--- config.mk ---
export PLATFORM = sky130hd
export DESIGN_NAME = chunk_sequencer
export DESIGN_NICKNAME = d
export VERILOG_FILES = /design/src/rtl/cfd_cache_pkg.sv /design/src/rtl/chunk_addr_counter.sv /design/src/rtl/chunk_sequencer.sv
export SDC_FILE = /design/constraint.sdc
export NUM_CORES = 1
export LEC_CHECK = 0
export CELL_PAD_IN_SITES_DETAIL_PLACEMENT = 2
export CELL_PAD_IN_SITES_GLOBAL_PLACEMENT = 2
export CORE_ASPECT_RATIO = 1.25
export CORE_MARGIN = 2
export CORE_UTILIZATION = 32
export CTS_CLUSTER_SIZE = 30
export DETAILED_ROUTE_END_ITERATION = 10
export GPL_ROUTABILITY_DRIVEN = 0
export PLACE_DENSITY_LB_ADDON = 0.1
export SYNTH_ARGS = -nofsm -noshare
export SYNTH_HDL_FRONTEND = slang
export SYNTH_HIERARCHICAL = 1
export SYNTH_SLANG_ARGS = --single-unit
--- constraint.sdc ---
create_clock -name clk -period 3.6 [get_ports clk]
set_input_delay 0.36 -clock clk [delete_from_list [all_inputs] [get_ports clk]]
set_output_delay 0.36 -clock clk [all_outputs]
set_load 0.05 [all_outputs]
--- src/rtl/cfd_cache_pkg.sv ---
// cfd_cache_pkg: shared state encoding and address-width default for the chunk sequencer.
package cfd_cache_pkg;
    localparam int ADDR_W_DEF = 12;
    typedef enum logic [1:0] {
        ST_IDLE    = 2'd0,
        ST_LOAD    = 2'd1,
        ST_COMPUTE = 2'd2,
        ST_DONE    = 2'd3
    } state_e;
endpackage

--- src/rtl/chunk_addr_counter.sv ---
// chunk_addr_counter: modulo-CHUNK_WORDS BRAM address counter with clear and wrap strobe.
module chunk_addr_counter #(
    parameter int ADDR_W      = 12,
    parameter int CHUNK_WORDS = 4096
) (
    input  logic              clk,
    input  logic              rst,
    input  logic              inc_i,
    input  logic              clr_i,
    output logic [ADDR_W-1:0] cnt_o,
    output logic              wrap_o
);
    localparam logic [ADDR_W-1:0] LAST = ADDR_W'(CHUNK_WORDS - 1);
    logic [ADDR_W-1:0] cnt_q, cnt_d;
    assign wrap_o = inc_i & (cnt_q == LAST);
    assign cnt_o  = cnt_q;
    always_comb cnt_d = (clr_i | wrap_o) ? '0 : inc_i ? cnt_q + 1'b1 : cnt_q;
    always_ff @(posedge clk or posedge rst) begin
        if (rst) cnt_q <= '0;
        else     cnt_q <= cnt_d;
    end
endmodule

--- src/rtl/chunk_sequencer.sv ---
// chunk_sequencer: alternates BRAM chunks between DDR load and LBM compute phases.
// Optional CHUNK_CYCLE_COUNT_EN adds a saturating per-chunk compute cycle counter.
module chunk_sequencer
    import cfd_cache_pkg::*;
#(
    parameter int ADDR_W      = ADDR_W_DEF,
    parameter int CHUNK_WORDS = 4096,
    parameter int NUM_CHUNKS  = 16,
    parameter int IDX_W       = 8
) (
    input  logic              clk,
    input  logic              rst,
    input  logic              start,
    input  logic              abort,
    input  logic              pix_valid,
    output logic              pix_ready,
    input  logic              lbm_done,
    output logic              wen,
    output logic [ADDR_W-1:0] DDR_addr,
    output logic              chunk_transfer_ready,
    output logic              chunk_compute_ready,
    output logic [IDX_W-1:0]  chunk_idx,
    output logic              busy,
`ifdef CHUNK_CYCLE_COUNT_EN
    output logic [31:0]       compute_cycles,
`endif
    output logic              frame_done
);
    localparam logic [IDX_W-1:0] LAST_IDX = IDX_W'(NUM_CHUNKS - 1);
    state_e           state_q, state_d;
    logic [IDX_W-1:0] idx_q, idx_d;
    logic             wrap;
    assign pix_ready            = state_q == ST_LOAD;
    assign chunk_transfer_ready = state_q == ST_LOAD;
    assign chunk_compute_ready  = state_q == ST_COMPUTE;
    assign busy                 = state_q != ST_IDLE;
    assign frame_done           = state_q == ST_DONE;
    assign chunk_idx            = idx_q;
    // abort suppresses the write so a half-aborted beat never lands in BRAM
    assign wen = pix_ready & pix_valid & ~abort;

    chunk_addr_counter #(.ADDR_W(ADDR_W), .CHUNK_WORDS(CHUNK_WORDS)) u_addr (
        .clk   (clk),
        .rst   (rst),
        .inc_i (wen),
        .clr_i (abort),
        .cnt_o (DDR_addr),
        .wrap_o(wrap)
    );

    always_comb begin
        state_d = state_q;
        idx_d   = idx_q;
        if (abort) begin
            state_d = ST_IDLE;
            idx_d   = '0;
        end else begin
            case (state_q)
                ST_IDLE: begin
                    state_d = start ? ST_LOAD : ST_IDLE;
                    idx_d   = '0;
                end
                ST_LOAD: state_d = wrap ? ST_COMPUTE : ST_LOAD;
                ST_COMPUTE: if (lbm_done) begin
                    state_d = (idx_q == LAST_IDX) ? ST_DONE : ST_LOAD;
                    idx_d   = (idx_q == LAST_IDX) ? idx_q : idx_q + 1'b1;
                end
                ST_DONE: begin
                    state_d = ST_IDLE;
                    idx_d   = '0;
                end
            endcase
        end
    end

    always_ff @(posedge clk or posedge rst) begin
        if (rst) begin
            state_q <= ST_IDLE;
            idx_q   <= '0;
        end else begin
            state_q <= state_d;
            idx_q   <= idx_d;
        end
    end

`ifdef CHUNK_CYCLE_COUNT_EN
    logic [31:0] cc_q, cc_d;
    assign compute_cycles = cc_q;
    always_comb cc_d = (state_q == ST_LOAD && state_d == ST_COMPUTE) ? 32'd0 :
                       (state_q == ST_COMPUTE && cc_q != 32'hFFFF_FFFF) ? cc_q + 32'd1 : cc_q;
    always_ff @(posedge clk or posedge rst) begin
        if (rst) cc_q <= '0;
        else     cc_q <= cc_d;
    end
`endif
endmodule

* Yosys cells after proc, flatten, opt, wreduce, memory -nomap -nowiden
Cells that the tools add are included.
** Storage, ports and cells
- Register bits :: 22
- Input bits :: 6
- Output and inout bits :: 26
- Word-level logic and storage cells :: 35
** Operators by class
- $add $sub $neg :: 2
- Equal/unequal tests :: 7
- Muxes and demuxes :: 12
- Bitwise operators :: 5
- Reduce and logical (&&, ||, !) cells :: 6
** Operators with widths (number)
- $mux 12 :: 2
- $mux 8 :: 3
- $pmux 8 s2 :: 1
- $add 12x1->12 const B :: 1
- $eq 12x12->1 const B :: 1
- $add 8x1->8 const B :: 1
- $eq 8x4->1 const B :: 1
- $mux 2 :: 4
- $pmux 2 s4 :: 1
- $ne 3x3->1 const B :: 2
- $eq 2x2->1 const B :: 2
- $reduce_bool 2->1 :: 2
- $and 1x1->1 :: 3
- $reduce_and 3->1 :: 1
- $reduce_bool 3->1 :: 1
- $eq 2x1->1 const B :: 1
- $logic_not 2->1 :: 1
- $reduce_or 2->1 :: 1
- $mux 1 :: 1
- $not 1->1 :: 1
- $or 1x1->1 :: 1

* Logic depth before layout (Yosys ltp)
- Depth in word-level cells :: 7
- Mapped depth :: 10
- Gate-level depth less buffers :: 10

* Modules after synthesis
The synthesis kept the hierarchy.
** By module, submodules not included
- chunk_sequencer :: times used 1, cells an instance 86, area each 762.0 um2, sequential area each 250.2 um2
- chunk_addr_counter :: times used 1, cells an instance 56, area each 598.1 um2, sequential area each 300.3 um2

* Worst setup path before layout
OpenSTA, ideal clock, no wires.
- Path kind :: register to register
- Start :: reg state_q[1]
- End :: reg state_q[1]
- Library setup time :: 0.073 ns
- Data arrival time :: 2.831 ns
- Required time :: 3.527 ns
- Slack :: 0.696 ns
- Cell stages (with the launch flop) :: 10
- Buffers on the path :: 0
- Clock period less this slack :: 2.904 ns
- Cell sequence :: dfrtp_1 -> inv_1 -> ha_1 -> and3_1 -> and3_4 -> and3_4 -> and3_2 -> nand2_1 -> a211o_1 -> a21oi_2
** Between the ends
- Word-level cells in the longest chain between the ends :: 7
- Elaborated cells on any way between the ends :: 11
- Those cells by class :: eq/ne (4); mux (3); bitwise (3); reduce/logical (1)
** Ends and longest elaborated chain
- from (decl) :: RTL line chunk_sequencer.sv:30 : state_e state_q, state_d;
- from (signal assigned) :: RTL line chunk_sequencer.sv:81 : state_q <= state_d;
- $eq 2x1->1
- via chunk_transfer_ready :: RTL line chunk_sequencer.sv:20 : output logic chunk_transfer_ready,
- $and 1x1->1 (2 in series) :: RTL line chunk_sequencer.sv:40 : assign wen = pix_ready & pix_valid & ~abort;
- via wen :: RTL line chunk_sequencer.sv:18 : output logic wen,
- $and 1x1->1 :: RTL line chunk_addr_counter.sv:15 : assign wrap_o = inc_i & (cnt_q == LAST);
- via wrap :: RTL line chunk_sequencer.sv:32 : logic wrap;
- $mux 2 :: RTL line chunk_sequencer.sv:63 : ST_LOAD: state_d = wrap ? ST_COMPUTE : ST_LOAD;
- $pmux 2 s4 :: RTL line chunk_sequencer.sv:58 : case (state_q)
- $mux 2 :: RTL line chunk_sequencer.sv:54 : if (abort) begin
The timed path passes the listed nets, and every way through them passes these cells.
A chain may end at the register's enable or synchronous reset.

* Worst setup path after layout
- Start :: reg state_q[1]
- End :: out wen
** Between the ends
- Word-level cells in the longest chain between the ends :: 3
** Ends and longest elaborated chain
- $eq 2x1->1 :: RTL line chunk_sequencer.sv:33 : assign pix_ready = state_q == ST_LOAD;
- $and 1x1->1 (2 in series) :: RTL line chunk_sequencer.sv:40
- to (decl) :: RTL line chunk_sequencer.sv:18
No other way between the ends.

==> results.ini <==
[outcome]
status = finished clean

[clock_tree]
htreeDepth = 1
path_clk_slew_ns = 0.09
cts_buffers = 3
cts_hold_buf = 0
root_buffer = clkbuf_8
postCtsSetupBuffers = 0
cts_tree = built
clock-sinks = 22
cts_resized = 0
clk_latency_ns = 0.27
clockBufferDepth = 2

[worst_setup_path]
worst_setup_path_end_kind = output port
critical_path_class = reg -> out
worst-path-max-fanout = 6
worstPathRequired_ns = 3.24
startpoint_type = flop
critical_path_arrival_ns = 2.22

[detailed_routing]
post-route-drc-count = 0
ant_nets = 0
drt_iter0_drc = 42
firstDrtPassIters = 4
vias = 1190
wl_microns = 3830
wl_per_cell_microns = 16.7
avgViaCountPerCell = 5.20

[sta]
finalCritPeriodShare_pct = 71.6
fin_crit_ns = 2.58
hold_viol = 0
setup_viol = 0
drv_slew = 0
fmax_ghz = 0.388
tightestPinTransition_ns = 0.503
finalClockSkew_ns = 0.00805
rsz0062_at_grt = no
fin_tns_setup_ns = 0
slew_headroom_pct = 66.3

[floorplanning]
die_y_microns = 76.9
dieArea_sq_mm = 0.00479
num_rows = 26
core_area_sq_mm = 0.00410
start_util_pct = 33.2
fp.dieW_microns = 62.3
ioPinCount = 32

[power]
ir_drop_uv = 161
p_leak_nw = 0.743
power-per-cell-area_mw_per_mm2 = 313
p_total_mw = 0.557

[synthesis]
syn_area_sq_mm = 0.00136
synth_warnings = 6
synthCells = 142
avgSynthCellArea_sq_um = 9.58
synth_fp_nets = 155
ys_types = 43
ys_seq_area_share_pct = 40.5
ys_seq_elements = 22

[grt]
grt_first_pass_wirelength_microns = 6670
grt.overflow.total = 0
grt_use_total_pct = 17.5
grt_pass1_vias = 1338
grt_max_degree = 15
antenna_found_initial = 0

[finish]
nNetsFinal = 187
antenna_cells = 0
drive_gt1_share_pct = 9.83
synthToLayoutAreaGrowth_pct = 30.9
nFillCells = 456

[placement]
io_buffers = 31
hpwl_microns = 2950

[run]
max-cap-violations = 0

[hold_path]
hp-class = in -> async

## flip-flops by register name, indices dropped and copies added, names as in the netlist
name and count:
chunk_idx 8, u_addr/cnt_o 12, state_q 2
## cells in the final DEF (no fill, tap or decap), types with 2 or more instances in the layout
| cell type | n |
|---|---|
| o21ai_1 | 3 |
| a21oi_1 | 7 |
| nor3_1 | 3 |
| clkdlybuf4s50_1 | 31 |
| nand4_1 | 5 |
| and2_1 | 3 |
| dfrtp_1 | 22 |
| nand2_1 | 8 |
| a211o_1 | 2 |
| inv_1 | 9 |
| clkbuf_8 | 3 |
| nor2_1 | 18 |
| and3_4 | 2 |
| xnor2_1 | 3 |
| and3_1 | 2 |
| nand4b_1 | 2 |
| xor2_1 | 8 |
| nand3b_1 | 2 |
| ha_1 | 7 |
| and3_2 | 2 |
| nand3_1 | 8 |
| o21ai_0 | 2 |
## stage by stage
stage | utilization, % | setup slack (ns) | cell area, sq um | hold slack (ns) | cells
2_1_floorplan | - | 0.696 | 1360 | 0.200 | 142
3_3_place_gp | 41.7 | 1.16 | 1710 | 0.545 | 225
3_5_place_dp | 41.7 | 1.16 | 1710 | 0.570 | 225
4_1_cts | 43.4 | 0.977 | 1780 | 0.446 | 229
5_1_grt | 43.4 | 0.891 | 1780 | 0.474 | 229
6_report | 43.4 | 1.02 | 1780 | 0.423 | 229
## final timing paths
path | slack [ns] | depth (start not counted) | end | from
setup reg to reg | 1.25 | 6 | chunk_idx[6] | state_q[0]
hold / removal | 0.42 | 2 | chunk_idx[6] | rst
hold reg to reg | 0.58 | 2 | u_addr/cnt_o[1] | u_addr/cnt_o[1]
setup / recovery | 1.02 | 4 | wen | state_q[1]
min in group clk | 0.58 | 2 | u_addr/cnt_o[1] | u_addr/cnt_o[1]
max in group asynchronous | 2.84 | 2 | u_addr/cnt_o[4] | rst
## cell families after synthesis
logic type | count (synthesis) | synth area share, %
and+or+nand+nor | 64 | 27.3
muxes | 1 | 0.736
AOI/OAI and AO/OA | 23 | 12.6
DFF | 22 | 40.5
xor gates and xnor gates | 11 | 7.08
adders and majority gates | 7 | 6.44
buffers and inverters | 14 | 5.34
## area by class of cell
class / count / area (sq um) / area share (%)
Clock buffer: 3 / 41.3 / 2.32
Clock inverter: 1 / 30.0 / 1.69
Inverter: 9 / 33.8 / 1.90
Multi-Input combinational cell: 106 / 737 / 41.4
Sequential cell: 22 / 551 / 30.9
Tap cell: 56 / 70.1 / 3.94
Timing Repair Buffer: 32 / 318 / 17.8
## power by group
group	internal [mW]	switching, mW
registers	0.248	0.00179
logic	0.0234	0.0433
clock network	0.149	0.0910
total	0.421	0.136
## synth_stat cells (all sizes together)
library cell | count | area [sq um]
a31o | 1 | 8.76
or4b | 1 | 13.8
and2 | 4 | 26.3
a211o | 2 | 17.5
o32ai | 1 | 27.5
o21a | 1 | 7.51
nor2 | 18 | 67.6
or4 | 1 | 7.51
nor3b | 1 | 7.51
xnor2 | 3 | 26.3
mux2i | 1 | 10.0
nand4b | 2 | 17.5
ha | 7 | 87.6
o21ai | 5 | 25.0
a211oi | 1 | 7.51
or3 | 1 | 11.3
nand2 | 8 | 30.0
a21oi | 8 | 43.8
a31oi | 1 | 6.26
xor2 | 8 | 70.1
a21o | 1 | 7.51
nand3 | 8 | 40.0
a32o | 1 | 10.0
and4 | 3 | 30.0
a311o | 1 | 10.0
inv | 9 | 33.8
nand3b | 2 | 15.0
buf | 4 | 35.0
and2b | 1 | 8.76
nor3 | 3 | 15.0
dfrtp | 22 | 551
nand4 | 5 | 31.3
and3 | 6 | 50.0
clkbuf | 1 | 3.75
## worst max-delay path: stages, from the launching register on
cell and delay, ns:
dfrtp_1 0.43, inv_1 0.12, ha_1 0.24, and3_1 0.31
clkdlybuf4s50_1 0.85
## per-layer routing
metal	GRT usage (%)	vias to the layer above	share of wire, %
met5	0	-	0
met4	6.00	0	1.2
met3	1.61	4	1.9
met2	32.4	19	54
met1	20.9	606	43
li1	-	561	-
Note: power is estimated with default switching activity, not from simulation.
